**src/rtl/irq_vector_sched_if.sv**
```systemverilog
// Interrupt handshake between the interrupt controller/CPU side and the vector scheduler.
// The master drives pending status, ack and EOI; the scheduler (slave) drives the request, vector and status flags.
interface irq_vector_sched_if;
   logic [31:0] irq_status;
   logic        irq_ack;
   logic        eoi;
   logic        irq_req;
   logic [4:0]  irq_vec;
   logic        in_service;
   logic        timeout_err;

   modport master (
      output irq_status,
      output irq_ack,
      output eoi,
      input  irq_req,
      input  irq_vec,
      input  in_service,
      input  timeout_err
   );

   modport slave (
      input  irq_status,
      input  irq_ack,
      input  eoi,
      output irq_req,
      output irq_vec,
      output in_service,
      output timeout_err
   );
endinterface

```
**src/rtl/irq_vector_sched.sv**
```systemverilog
// Round-robin IRQ vector scheduler: presents one pending source to the CPU and tracks it
// until end-of-interrupt, or until a bounded in-service time expires.
module irq_vector_sched #(
   parameter int NUMSRC  = 8,
   parameter int TIMEOUT = 1024
) (
   input  logic                PCLK,
   input  logic                PRESETn,
   irq_vector_sched_if.slave   irq_bus
);

   typedef enum logic [1:0] {
      ST_IDLE   = 2'd0,
      ST_PEND   = 2'd1,
      ST_INSERV = 2'd2
   } state_t;

   localparam logic [31:0] SRC_MASK = (NUMSRC >= 32) ? 32'hFFFF_FFFF : ((32'd1 << NUMSRC) - 32'd1);
   localparam logic [4:0]  LAST_IDX = 5'(NUMSRC - 1);
   localparam logic [5:0]  NUM_W    = 6'(NUMSRC);
   localparam logic [15:0] CNT_LAST = 16'(TIMEOUT - 1);

   state_t      r_state;
   state_t      w_state_nxt;
   logic [4:0]  r_rr_ptr;
   logic [15:0] r_cnt;
   logic [4:0]  r_irq_vec;
   logic        r_irq_req;
   logic        r_in_service;
   logic        r_timeout_err;

   logic [31:0] w_valid_status;
   logic        w_vec_pending;
   logic        w_timeout_hit;
   logic        w_pick_vld;
   logic [4:0]  w_pick_idx;
   logic [5:0]  w_scan_sum;

   logic [4:0]  w_rr_nxt;
   logic [15:0] w_cnt_nxt;
   logic [4:0]  w_vec_nxt;
   logic        w_req_nxt;
   logic        w_ins_nxt;
   logic        w_terr_nxt;

   assign w_valid_status = irq_bus.irq_status & SRC_MASK;
   assign w_vec_pending  = w_valid_status[r_irq_vec];
   assign w_timeout_hit  = (r_cnt == CNT_LAST);

   // Round-robin search: first valid bit at or after rr_ptr, wrapping modulo NUMSRC.
   always_comb begin
      w_pick_vld = 1'b0;
      w_pick_idx = 5'd0;
      w_scan_sum = 6'd0;
      for (int i = 0; i < NUMSRC; i++) begin
         w_scan_sum = {1'b0, r_rr_ptr} + 6'(i);
         w_scan_sum = (w_scan_sum >= NUM_W) ? (w_scan_sum - NUM_W) : w_scan_sum;
         if (!w_pick_vld && w_valid_status[w_scan_sum[4:0]]) begin
            w_pick_vld = 1'b1;
            w_pick_idx = w_scan_sum[4:0];
         end else begin
            w_pick_idx = w_pick_idx;
         end
      end
   end

   // State register.
   always_ff @(posedge PCLK) begin
      if (!PRESETn) begin
         r_state <= ST_IDLE;
      end else begin
         r_state <= w_state_nxt;
      end
   end

   // Next-state logic; ack beats a withdrawn source and eoi beats the timeout.
   always_comb begin
      w_state_nxt = r_state;
      case (r_state)
         ST_IDLE: begin
            if (w_pick_vld) begin
               w_state_nxt = ST_PEND;
            end else begin
               w_state_nxt = ST_IDLE;
            end
         end
         ST_PEND: begin
            if (irq_bus.irq_ack) begin
               w_state_nxt = ST_INSERV;
            end else if (!w_vec_pending) begin
               w_state_nxt = ST_IDLE;
            end else begin
               w_state_nxt = ST_PEND;
            end
         end
         ST_INSERV: begin
            if (irq_bus.eoi || w_timeout_hit) begin
               w_state_nxt = ST_IDLE;
            end else begin
               w_state_nxt = ST_INSERV;
            end
         end
         default: begin
            w_state_nxt = ST_IDLE;
         end
      endcase
   end

   // Output/datapath next values, registered below so every output is a flop.
   always_comb begin
      w_req_nxt  = (w_state_nxt == ST_PEND);
      w_ins_nxt  = (w_state_nxt == ST_INSERV);
      w_terr_nxt = (r_state == ST_INSERV) && !irq_bus.eoi && w_timeout_hit;
      w_vec_nxt  = r_irq_vec;
      w_rr_nxt   = r_rr_ptr;
      w_cnt_nxt  = 16'd0;
      if ((r_state == ST_IDLE) && w_pick_vld) begin
         w_vec_nxt = w_pick_idx;
      end else begin
         w_vec_nxt = r_irq_vec;
      end
      if ((r_state == ST_PEND) && irq_bus.irq_ack) begin
         w_rr_nxt = (r_irq_vec == LAST_IDX) ? 5'd0 : (r_irq_vec + 5'd1);
      end else begin
         w_rr_nxt = r_rr_ptr;
      end
      if ((r_state == ST_INSERV) && (w_state_nxt == ST_INSERV)) begin
         w_cnt_nxt = r_cnt + 16'd1;
      end else begin
         w_cnt_nxt = 16'd0;
      end
   end

   // Registered outputs, round-robin pointer and in-service counter.
   always_ff @(posedge PCLK) begin
      if (!PRESETn) begin
         r_rr_ptr      <= 5'd0;
         r_cnt         <= 16'd0;
         r_irq_vec     <= 5'd0;
         r_irq_req     <= 1'b0;
         r_in_service  <= 1'b0;
         r_timeout_err <= 1'b0;
      end else begin
         r_rr_ptr      <= w_rr_nxt;
         r_cnt         <= w_cnt_nxt;
         r_irq_vec     <= w_vec_nxt;
         r_irq_req     <= w_req_nxt;
         r_in_service  <= w_ins_nxt;
         r_timeout_err <= w_terr_nxt;
      end
   end

   assign irq_bus.irq_req     = r_irq_req;
   assign irq_bus.irq_vec     = r_irq_vec;
   assign irq_bus.in_service  = r_in_service;
   assign irq_bus.timeout_err = r_timeout_err;

endmodule

```
**src/flat_wrapper.sv**
```systemverilog
// flat-port wrapper written by rule: the top's interface ports become plain ports
module irq_vector_sched_flat 
#(
   parameter int NUMSRC  = 8,
   parameter int TIMEOUT = 1024
)
  (PCLK, PRESETn, irq_bus_irq_status, irq_bus_irq_ack, irq_bus_eoi, irq_bus_irq_req, irq_bus_irq_vec, irq_bus_in_service, irq_bus_timeout_err);
  irq_vector_sched_if irq_bus_i ();
  input  logic PCLK;
  input  logic PRESETn;
  input wire logic [$bits(irq_bus_i.irq_status)-1:0] irq_bus_irq_status;
  input wire logic [$bits(irq_bus_i.irq_ack)-1:0] irq_bus_irq_ack;
  input wire logic [$bits(irq_bus_i.eoi)-1:0] irq_bus_eoi;
  output wire logic [$bits(irq_bus_i.irq_req)-1:0] irq_bus_irq_req;
  output wire logic [$bits(irq_bus_i.irq_vec)-1:0] irq_bus_irq_vec;
  output wire logic [$bits(irq_bus_i.in_service)-1:0] irq_bus_in_service;
  output wire logic [$bits(irq_bus_i.timeout_err)-1:0] irq_bus_timeout_err;
  assign irq_bus_i.irq_status = irq_bus_irq_status;
  assign irq_bus_i.irq_ack = irq_bus_irq_ack;
  assign irq_bus_i.eoi = irq_bus_eoi;
  assign irq_bus_irq_req = irq_bus_i.irq_req;
  assign irq_bus_irq_vec = irq_bus_i.irq_vec;
  assign irq_bus_in_service = irq_bus_i.in_service;
  assign irq_bus_timeout_err = irq_bus_i.timeout_err;
  irq_vector_sched #(.NUMSRC(NUMSRC), .TIMEOUT(TIMEOUT)) u_core (.PCLK(PCLK), .PRESETn(PRESETn), .irq_bus(irq_bus_i));
endmodule
```
**config.mk**
```make
export PLATFORM = sky130hd
export DESIGN_NAME = irq_vector_sched_flat
export DESIGN_NICKNAME = d
export VERILOG_FILES = /design/src/rtl/irq_vector_sched_if.sv /design/src/rtl/irq_vector_sched.sv /design/src/flat_wrapper.sv
export SDC_FILE = /design/constraint.sdc
export NUM_CORES = 1
export LEC_CHECK = 0
export BUFFER_PORTS_ARGS = -buffer_cell sky130_fd_sc_hd__buf_2
export CAP_MARGIN = 10
export CORE_UTILIZATION = 40
export DETAILED_ROUTE_END_ITERATION = 10
export SYNTH_ARGS = -nofsm -noshare
export SYNTH_HDL_FRONTEND = slang
export SYNTH_SLANG_ARGS = --single-unit
export TNS_END_PERCENT = 1
```
**constraint.sdc**
```tcl
create_clock -name PCLK -period 3.1 [get_ports PCLK]
set_input_delay 0.31 -clock PCLK [delete_from_list [all_inputs] [get_ports PCLK]]
set_output_delay 0.31 -clock PCLK [all_outputs]
set_load 0.02 [all_outputs]
```
==> impl_results.md, run 1 <==
- R2r startpoint: u_core.r_rr_ptr[0]$_SDFFE_PN0P_
- Slew Viols, Final: 0
- Count leader, synth: nor2_1
- Total CTS buffers: 5
- Largest net degree at the start of global routing: 20
- Total of max-cap violations: 0
- DR WL/cell: 15.49 um
- Setup tns final: 0 ns
- Die height: 82.66 um
- P per Cell Area: 502.1 nW/um^2
- Area grow syn2layout: 16.01%
- Final setup violation count: 0
- Post-synthesis sequential area ratio: 0.2385
- Vias per inst: 5.736
- CTS sink count: 31
- CP Launch Type: register
- Port Buffers: 19
- Routed vias: 2329
- 1st-iter DRT viols: 142
- Clock root cell: clkbuf_8
- Layout cells sized above 1: 0.2219
- GRT Resource Usage Total: 0.1967
- Setup ws final: 0.1734 ns
- Max VDD drop: 0.0003770 V
- Starting Density: 0.4122
- CP max FO: 8
- HPWL after DPL: 4864 um
- H-tree depth: 2
- Highest Clock Rate: 341.7 MHz
- CTS tree: yes
- Crit path from: u_core.r_rr_ptr[0]$_SDFFE_PN0P_
- Mapped Avg Cell Area: 8.763 sq um
- Site row count: 29
- CP required: 3.25 ns
- Chip width: 82.66 um
- Worst hold start: irq_bus_eoi
- Run status: finished clean
- Clock Tree Buf Depth: 2
- Arr. time, crit path: 3.08 ns
- Number of global-route vias before repair: 2090
- Boundary Pins: 44
- Distinct cells, synth: 64
- Global-route wire length before repair: 10210 um
- Drc violations: 0
- Post-synth ARST share: 0
- Initial antenna violation count: 0
- Critical path endpoint category: register
- Min Clock Period, post-route: 2.927 ns
- Synthesized net count: 349
- Synth Flop Type: dfxtp_1
- Synth warnings: 0
- Initial DRT Pass Iterations: 4
- Hold Path Class: primary input to register
- Dpl ws: 0.09059 ns
- Drt total wl: 6288 um
- Synth top cells by count: nor2_1 (32), dfxtp_1 (31), ha_1 (16), nand2_1 (16), nand3_1 (16)
- Post-route ant nets: 0
- Final hold vios: 0
- Worst slew pin tran: 0.5681 ns
- RSZ-0062 raised after global routing: false
- CTS Hold Buffers Added: 0
- Largest area contributor in the netlist: dfxtp_1
- Die area: 6833 sq um
- Core ar.: 6314 sq um
- Worst-Skew Late Latency: 0.28 ns
- Grt ovf: 0
- Worst-path clk slew: 0.06 ns
- Total Power: 1.516 mW
- Tcrit/Tclk final: 0.9440
- Synthesized flop and latch total: 31
- Critical path type: register to register
- Top-area cell type share of the netlist area: 0.2385
- Post-synth EDFFs: 0
- Fill cells: 641
- Skew final: 0.004271 ns
- N_diodes: 0
- Slew headroom: 0.6213
- Cell area after synthesis: 2602 sq um
- Post-synthesis instance total: 297
- Final nets: 380
- Routability Congestion: 0.9058
- Main area contributors after synthesis: dfxtp_1 (24%), ha_1 (7.7%), mux4_2 (6.9%)
- Leak Pwr: 1.166 nW
-- critical path, stage by stage (launching register included) --
cell	delay, ns
dfxtp_1	0.37
inv_1	0.08
ha_2	0.45
buf_4	0.17
and2_0	0.19
a211oi_4	0.08
a2111oi_4	0.41
o211a_1	0.31
nor2_1	0.11
a221o_1	0.33
o32ai_1	0.19
o31ai_1	0.11
-- final timing paths --
path,endpoint,slack [ns],cells after the start
setup / recovery,u_core.irq_bus.irq_vec[0]$_SDFFE_PN0P_,0.17,11
hold / removal,u_core.irq_bus.timeout_err$_SDFF_PN0_,0.20,2
setup reg to reg,u_core.irq_bus.irq_vec[0]$_SDFFE_PN0P_,0.17,11
hold reg to reg,u_core.r_cnt[0]$_SDFF_PN0_,0.45,1
-- sequential cells by signal, summed over array words and instances, names as in the netlist --
name and cells:
u_core.irq_bus.irq_vec 5, u_core.r_cnt 16, u_core.r_state 2, u_core.irq_bus.in_service 1
u_core.irq_bus.timeout_err 1, u_core.irq_bus.irq_req 1, u_core.r_rr_ptr 5
-- repair_timing --
| item | CTS | global route |
|---|---|---|
| setup endpoints to repair | 0 | 3 |
| buffers inserted | 0 | 0 |
| resized for setup | 0 | 6 |
-- area by class of cell --
class                   instances  area (sq um)  share of cell area
flip-flops and latches         31         621.8              0.2060
inverters                      15         56.30             0.01865
clock buffers                   8         100.1             0.03315
repair buffers                 37         242.7             0.08040
multi-input cells             238          1902              0.6299
well taps                      77         96.34             0.03191
-- metal layers --
metal | global-route usage | wire (um) | vias up | share of wire
met5 | 0 | 0 | - | 0
met2 | 0.3139 | 2992 | 42 | 0.48
met3 | 0.02418 | 242 | 7 | 0.038
li1 | - | - | 1162 | -
met4 | 0.06034 | 84 | 0 | 0.013
met1 | 0.2740 | 2969 | 1118 | 0.47
-- cells in the final DEF (no fill, tap or decap), drive strengths merged, types with 3 or more instances in the layout --
master and n:
a211oi 7, a21oi 13, a22oi 4, a31oi 6, and2 5, and3 8, buf 37, clkbuf 8
dfxtp 31, ha 16, inv 15, mux2 6, mux2i 6, mux4 8, nand2 16, nand3 16
nand4 7, nor2 33, nor2b 4, nor3 7, o21ai 8, or3 3, xnor2 12, xor2 13
-- where the power goes --
group	switching, mW	leakage (nW)	internal, mW
Combinational	0.394	0.862	0.319
Sequential	0.0392	0.252	0.423
Clock	0.139	0.0515	0.202
-- stage by stage --
step / std cells / hold slack [ns] / area, sq um / util
floorplan: 297 / 0.3867 / 2603 / -
global placement: 398 / 0.4274 / 2879 / 0.4560
detailed placement: 398 / 0.4389 / 2879 / 0.4560
CTS: 406 / 0.1994 / 2979 / 0.4719
global route: 406 / 0.1921 / 3019 / 0.4782
finish: 406 / 0.2034 / 3019 / 0.4782
-- logic make-up after synthesis --
logic type / share of synthesized area
AOI/OAI and AO/OA: 0.1875
xor gates and xnor gates: 0.08413
adders and majority gates: 0.07692
buffers and inverters: 0.04567
DFF: 0.2385
muxes: 0.1240
and+or+nand+nor: 0.2433
No activity file was read; power rests on OpenSTA's default activity.
==> inputs of run 2 (changes only) <==
--- a/config.mk
+++ b/config.mk
@@ -8,7 +8,10 @@
 export BUFFER_PORTS_ARGS = -buffer_cell sky130_fd_sc_hd__buf_2
 export CAP_MARGIN = 10
 export CORE_UTILIZATION = 40
+export CTS_CLUSTER_SIZE = 12
 export DETAILED_ROUTE_END_ITERATION = 10
+export PLACE_DENSITY_LB_ADDON = 0.1
+export SLEW_MARGIN = 20
 export SYNTH_ARGS = -nofsm -noshare
 export SYNTH_HDL_FRONTEND = slang
 export SYNTH_SLANG_ARGS = --single-unit
==> impl_results.md, run 2 (synthesis gave the netlist of run 1 again) <==
- Run status: finished clean
- Grt ovf: 0
- Leak Pwr: 1.163 nW
- Tcrit/Tclk final: 0.9625
- Fill cells: 631
- Skew final: 0.01033 ns
- GRT Resource Usage Total: 0.1982
- Final Hold Slack: 0.1912 ns
- CTS sink count: 31
- Largest net degree at the start of global routing: 20
- Highest Clock Rate: 335.2 MHz
- Critical path endpoint category: register
- Min Clock Period, post-route: 2.984 ns
- FF-to-FF End: u_core.irq_bus.irq_vec[2]$_SDFFE_PN0P_
- Routed vias: 2281
- Clock Tree Buf Depth: 2
- Port Buffers: 19
- Die height: 82.66 um
- WHS Path Cells: 2
- Number of global-route vias before repair: 2068
- H-tree depth: 2
- N_diodes: 0
- Setup slack, reg-to-reg: 0.12 ns
- Most common cell after layout, fill and taps aside: nor2_1
- Drc violations: 0
- Final hold vios: 0
- Arr. time, crit path: 3.18 ns
- Fin cells: 408
- Global-route wire length before repair: 10090 um
- DR WL/cell: 16.15 um
- P per Cell Area: 489.0 nW/um^2
- 1st-iter DRT viols: 136
- Placed Area: 2882 sq um
- Post-CTS Setup Bufs: 0
- Initial antenna violation count: 0
- Site row count: 29
- Post-route ant nets: 0
- Slew Viols, Final: 0
- Total of max-cap violations: 0
- Setup ws final: 0.1164 ns
- Boundary Pins: 44
- Layout Utilization: 0.4744
- Hold path endpoint: u_core.irq_bus.timeout_err$_SDFF_PN0_
- Dpl ws: 0.1594 ns
- Starting Density: 0.4122
- Slew headroom: 0.5960
- RSZ-0062 raised after global routing: true
- Max VDD drop: 0.0003198 V
- Drt total wl: 6591 um
- Largest reg by FF count: u_core.r_cnt
- CTS Hold Buffers Added: 0
- R2r startpoint: u_core.r_rr_ptr[0]$_SDFFE_PN0P_
- CP Launch Type: register
- Final nets: 382
- HPWL after DPL: 5068 um
- Layout cells sized above 1: 0.2236
- Area grow syn2layout: 15.10%
- Worst-Skew Late Latency: 0.28 ns
- Number of flip-flops in the largest register: 16
- Most frequent cells in the layout: nor2_1 (32), dfxtp_1 (31), buf_4 (20)
- Worst-path clk slew: 0.07 ns
- Clock root cell: clkbuf_8
- Post_cts resized: 0
- Initial DRT Pass Iterations: 4
- Chip width: 82.66 um
- Worst hold start: irq_bus_eoi
- Fin area: 2995 sq um
- Reg2reg path depth: 11
- Total CTS buffers: 5
- Placed instance count: 400
- CTS tree: yes
- Die area: 6833 sq um
- Hold Path Class: primary input to register
- Setup tns final: 0 ns
- Vias per inst: 5.591
- Critical path type: register to register
- Total Power: 1.465 mW
- Core ar.: 6314 sq um
- Worst slew pin tran: 0.6060 ns
- Routability Congestion: 0.8873
- CP max FO: 5
- CP required: 3.30 ns
- Final setup violation count: 0
==> run 2: how the worst max path moves through the flow <==
| stage | start | endpoint | slack [ns] | depth (start not counted) |
|---|---|---|---|---|
| after global routing | u_core.r_rr_ptr[0]$_SDFFE_PN0P_ | u_core.irq_bus.irq_vec[2]$_SDFFE_PN0P_ | -0.02 | 9 |
| after CTS | u_core.r_rr_ptr[2]$_SDFFE_PN0P_ | u_core.irq_bus.irq_vec[2]$_SDFFE_PN0P_ | 0.12 | 12 |
| after floorplan | u_core.r_rr_ptr[1]$_SDFFE_PN0P_ | u_core.irq_bus.irq_vec[1]$_SDFFE_PN0P_ | 0.04 | 11 |
| after detailed placement | u_core.r_rr_ptr[2]$_SDFFE_PN0P_ | u_core.irq_bus.irq_vec[2]$_SDFFE_PN0P_ | 0.16 | 12 |
| after global placement | u_core.r_rr_ptr[2]$_SDFFE_PN0P_ | u_core.irq_bus.irq_vec[2]$_SDFFE_PN0P_ | 0.19 | 12 |
| final | u_core.r_rr_ptr[0]$_SDFFE_PN0P_ | u_core.irq_bus.irq_vec[2]$_SDFFE_PN0P_ | 0.12 | 11 |
==> run 2: cell type report <==
cell class / instances / area (sq um) / share of cell area
clock buffer: 6 / 72.57 / 0.02423
inverter: 15 / 56.30 / 0.01880
timing repair buffer: 39 / 245.2 / 0.08187
clock inverter: 2 / 12.51 / 0.004177
sequential: 31 / 620.6 / 0.2072
tap: 77 / 96.34 / 0.03216
multi-input combinational: 238 / 1892 / 0.6316
==> run 2: critical path: stages, from the launching register on <==
cell	delay, ns
dfxtp_1	0.41
inv_1	0.09
ha_1	0.41
buf_4	0.17
inv_1	0.10
a211oi_4	0.40
a2111oi_4	0.14
o211a_1	0.31
nor4_2	0.34
a211oi_1	0.09
a32o_1	0.28
a31oi_1	0.17
==> run 2: metal layers <==
layer,vias up,global-route usage,wire length (um)
li1,1161,-,-
met1,1075,0.2596,3260
met2,43,0.3418,3107
met3,2,0.03626,215
met4,0,0.03103,7
met5,-,0,0
==> run 2: where the power goes <==
group	switching, mW	total [mW]	internal, mW
Combinational	0.386	0.696	0.310
Clock	0.153	0.309	0.157
Sequential	0.0366	0.459	0.422
==> inputs of run 3 (changes only) <==
--- a/config.mk
+++ b/config.mk
@@ -8,6 +8,7 @@
 export BUFFER_PORTS_ARGS = -buffer_cell sky130_fd_sc_hd__buf_2
 export CAP_MARGIN = 10
 export CORE_UTILIZATION = 40
+export CTS_BUF_LIST = sky130_fd_sc_hd__clkbuf_16
 export CTS_CLUSTER_SIZE = 12
 export DETAILED_ROUTE_END_ITERATION = 10
 export PLACE_DENSITY_LB_ADDON = 0.1
==> impl_results.md, run 3 (synthesis gave the netlist of run 1 again) <==
- Run status: finished clean
- Drc violations: 0
- Boundary Pins: 44
- Total of max-cap violations: 0
- Initial DRT Pass Iterations: 4
- Critical path type: register to register
- Die height: 82.66 um
- Drt total wl: 6561 um
- N_diodes: 0
- H-tree depth: 2
- Post-route ant nets: 0
- Arr. time, crit path: 3.14 ns
- CP required: 3.29 ns
- Routed vias: 2296
- Fin area: 3052 sq um
- Vias per inst: 5.627
- Final hold vios: 0
- CTS tree: yes
- CTS sink count: 31
- Global-route wire length before repair: 10120 um
- Post_cts resized: 0
- Most frequent cells in the layout: nor2_1 (32), dfxtp_1 (31), buf_4 (20)
- Placed Area: 2882 sq um
- GRT Resource Usage Total: 0.1986
- Slew headroom: 0.5958
- Fin cells: 408
- Final setup violation count: 0
- RSZ-0062 raised after global routing: true
- 1st-iter DRT viols: 129
- DR WL/cell: 16.08 um
- Post-CTS Setup Bufs: 0
- Worst-path clk slew: 0.05 ns
- Worst-Skew Late Latency: 0.27 ns
- Total CTS buffers: 5
- Starting Density: 0.4122
- P per Cell Area: 529.8 nW/um^2
- Setup slack, reg-to-reg: 0.15 ns
- Initial antenna violation count: 0
- Largest reg by FF count: u_core.r_cnt
- Hold Path Class: primary input to register
- Chip width: 82.66 um
- Final nets: 382
- HPWL after DPL: 5068 um
- Number of flip-flops in the largest register: 16
- Area grow syn2layout: 17.26%
- CP Launch Type: register
- Site row count: 29
- Worst slew pin tran: 0.6063 ns
- Critical path endpoint category: register
- Grt ovf: 0
- Largest net degree at the start of global routing: 20
- Layout cells sized above 1: 0.2236
- CP max FO: 5
- Dpl ws: 0.1594 ns
- Fill cells: 625
- Number of global-route vias before repair: 2068
- Leak Pwr: 1.193 nW
- Routability Congestion: 0.8873
- Max VDD drop: 0.0004013 V
- Highest Clock Rate: 338.4 MHz
- Placed instance count: 400
- CTS Hold Buffers Added: 0
- Min Clock Period, post-route: 2.955 ns
- Slew Viols, Final: 0
- Setup ws final: 0.1451 ns
- Clock root cell: clkbuf_16
- Tcrit/Tclk final: 0.9532
- Skew final: 0.008120 ns
- Die area: 6833 sq um
- Most common cell after layout, fill and taps aside: nor2_1
- Clock Tree Buf Depth: 2
- Port Buffers: 19
- Core ar.: 6314 sq um
==> run 3: cell count changes in the layout (fill, tap and decap cells not counted) <==
| cell | delta |
|---|---|
| clkbuf_1 | -1 |
| inv_1 | +1 |
| clkbuf_8 | -5 |
| clkbuf_16 | +5 |
==> run 3: power breakdown <==
part           switching, mW  internal, mW
sequential            0.0382         0.423
combinational          0.387         0.310
clock                  0.167         0.292
total                  0.592          1.03
==> run 3: layout make-up <==
class / count / area (sq um) / share of cell area
multi-input combinational: 238 / 1892 / 0.6199
sequential: 31 / 620.6 / 0.2034
timing repair buffer: 39 / 245.2 / 0.08036
clock buffer: 5 / 125.1 / 0.04100
tap: 77 / 96.34 / 0.03157
inverter: 15 / 56.30 / 0.01845
clock inverter: 3 / 16.27 / 0.005330
==> run 3: stage by stage <==
stage	setup TNS [ns]	hold slack (ns)	utilization	power, mW
after floorplan	0	0.3867	-	0.9577
after detailed placement	0	0.4364	0.4564	1.142
after global routing	-0.008591	0.2113	0.4834	1.712
final	0	0.2075	0.4834	1.617
after global placement	0	0.4301	0.4564	1.141
after CTS	0	0.2037	0.4788	1.610
==> run 3: critical path, stage by stage (launching register included) <==
cell,delay (ns)
dfxtp_1,0.39
inv_1,0.08
ha_1,0.41
buf_4,0.17
inv_1,0.10
a211oi_4,0.40
a2111oi_4,0.14
o211a_1,0.31
nor4_2,0.34
a211oi_1,0.09
a32o_1,0.28
a31oi_1,0.17
==> run 3: per-layer routing <==
| metal | vias up | wire [um] | track usage |
|---|---|---|---|
| met5 | - | 0 | 0 |
| met4 | 0 | 11 | 0.02586 |
| met2 | 51 | 3092 | 0.3451 |
| met1 | 1079 | 3181 | 0.2603 |
| li1 | 1164 | - | - |
| met3 | 2 | 276 | 0.03626 |
==> run 3: path summary, 6_finish.rpt <==
| check | start | to | cells past startpoint |
|---|---|---|---|
| worst min-delay path | irq_bus_eoi | u_core.irq_bus.timeout_err$_SDFF_PN0_ | 2 |
| worst max register to register | u_core.r_rr_ptr[0]$_SDFFE_PN0P_ | u_core.irq_bus.irq_vec[2]$_SDFFE_PN0P_ | 11 |
| worst max-delay path | u_core.r_rr_ptr[0]$_SDFFE_PN0P_ | u_core.irq_bus.irq_vec[2]$_SDFFE_PN0P_ | 11 |
| worst min register to register | u_core.r_cnt[0]$_SDFF_PN0_ | u_core.r_cnt[0]$_SDFF_PN0_ | 1 |
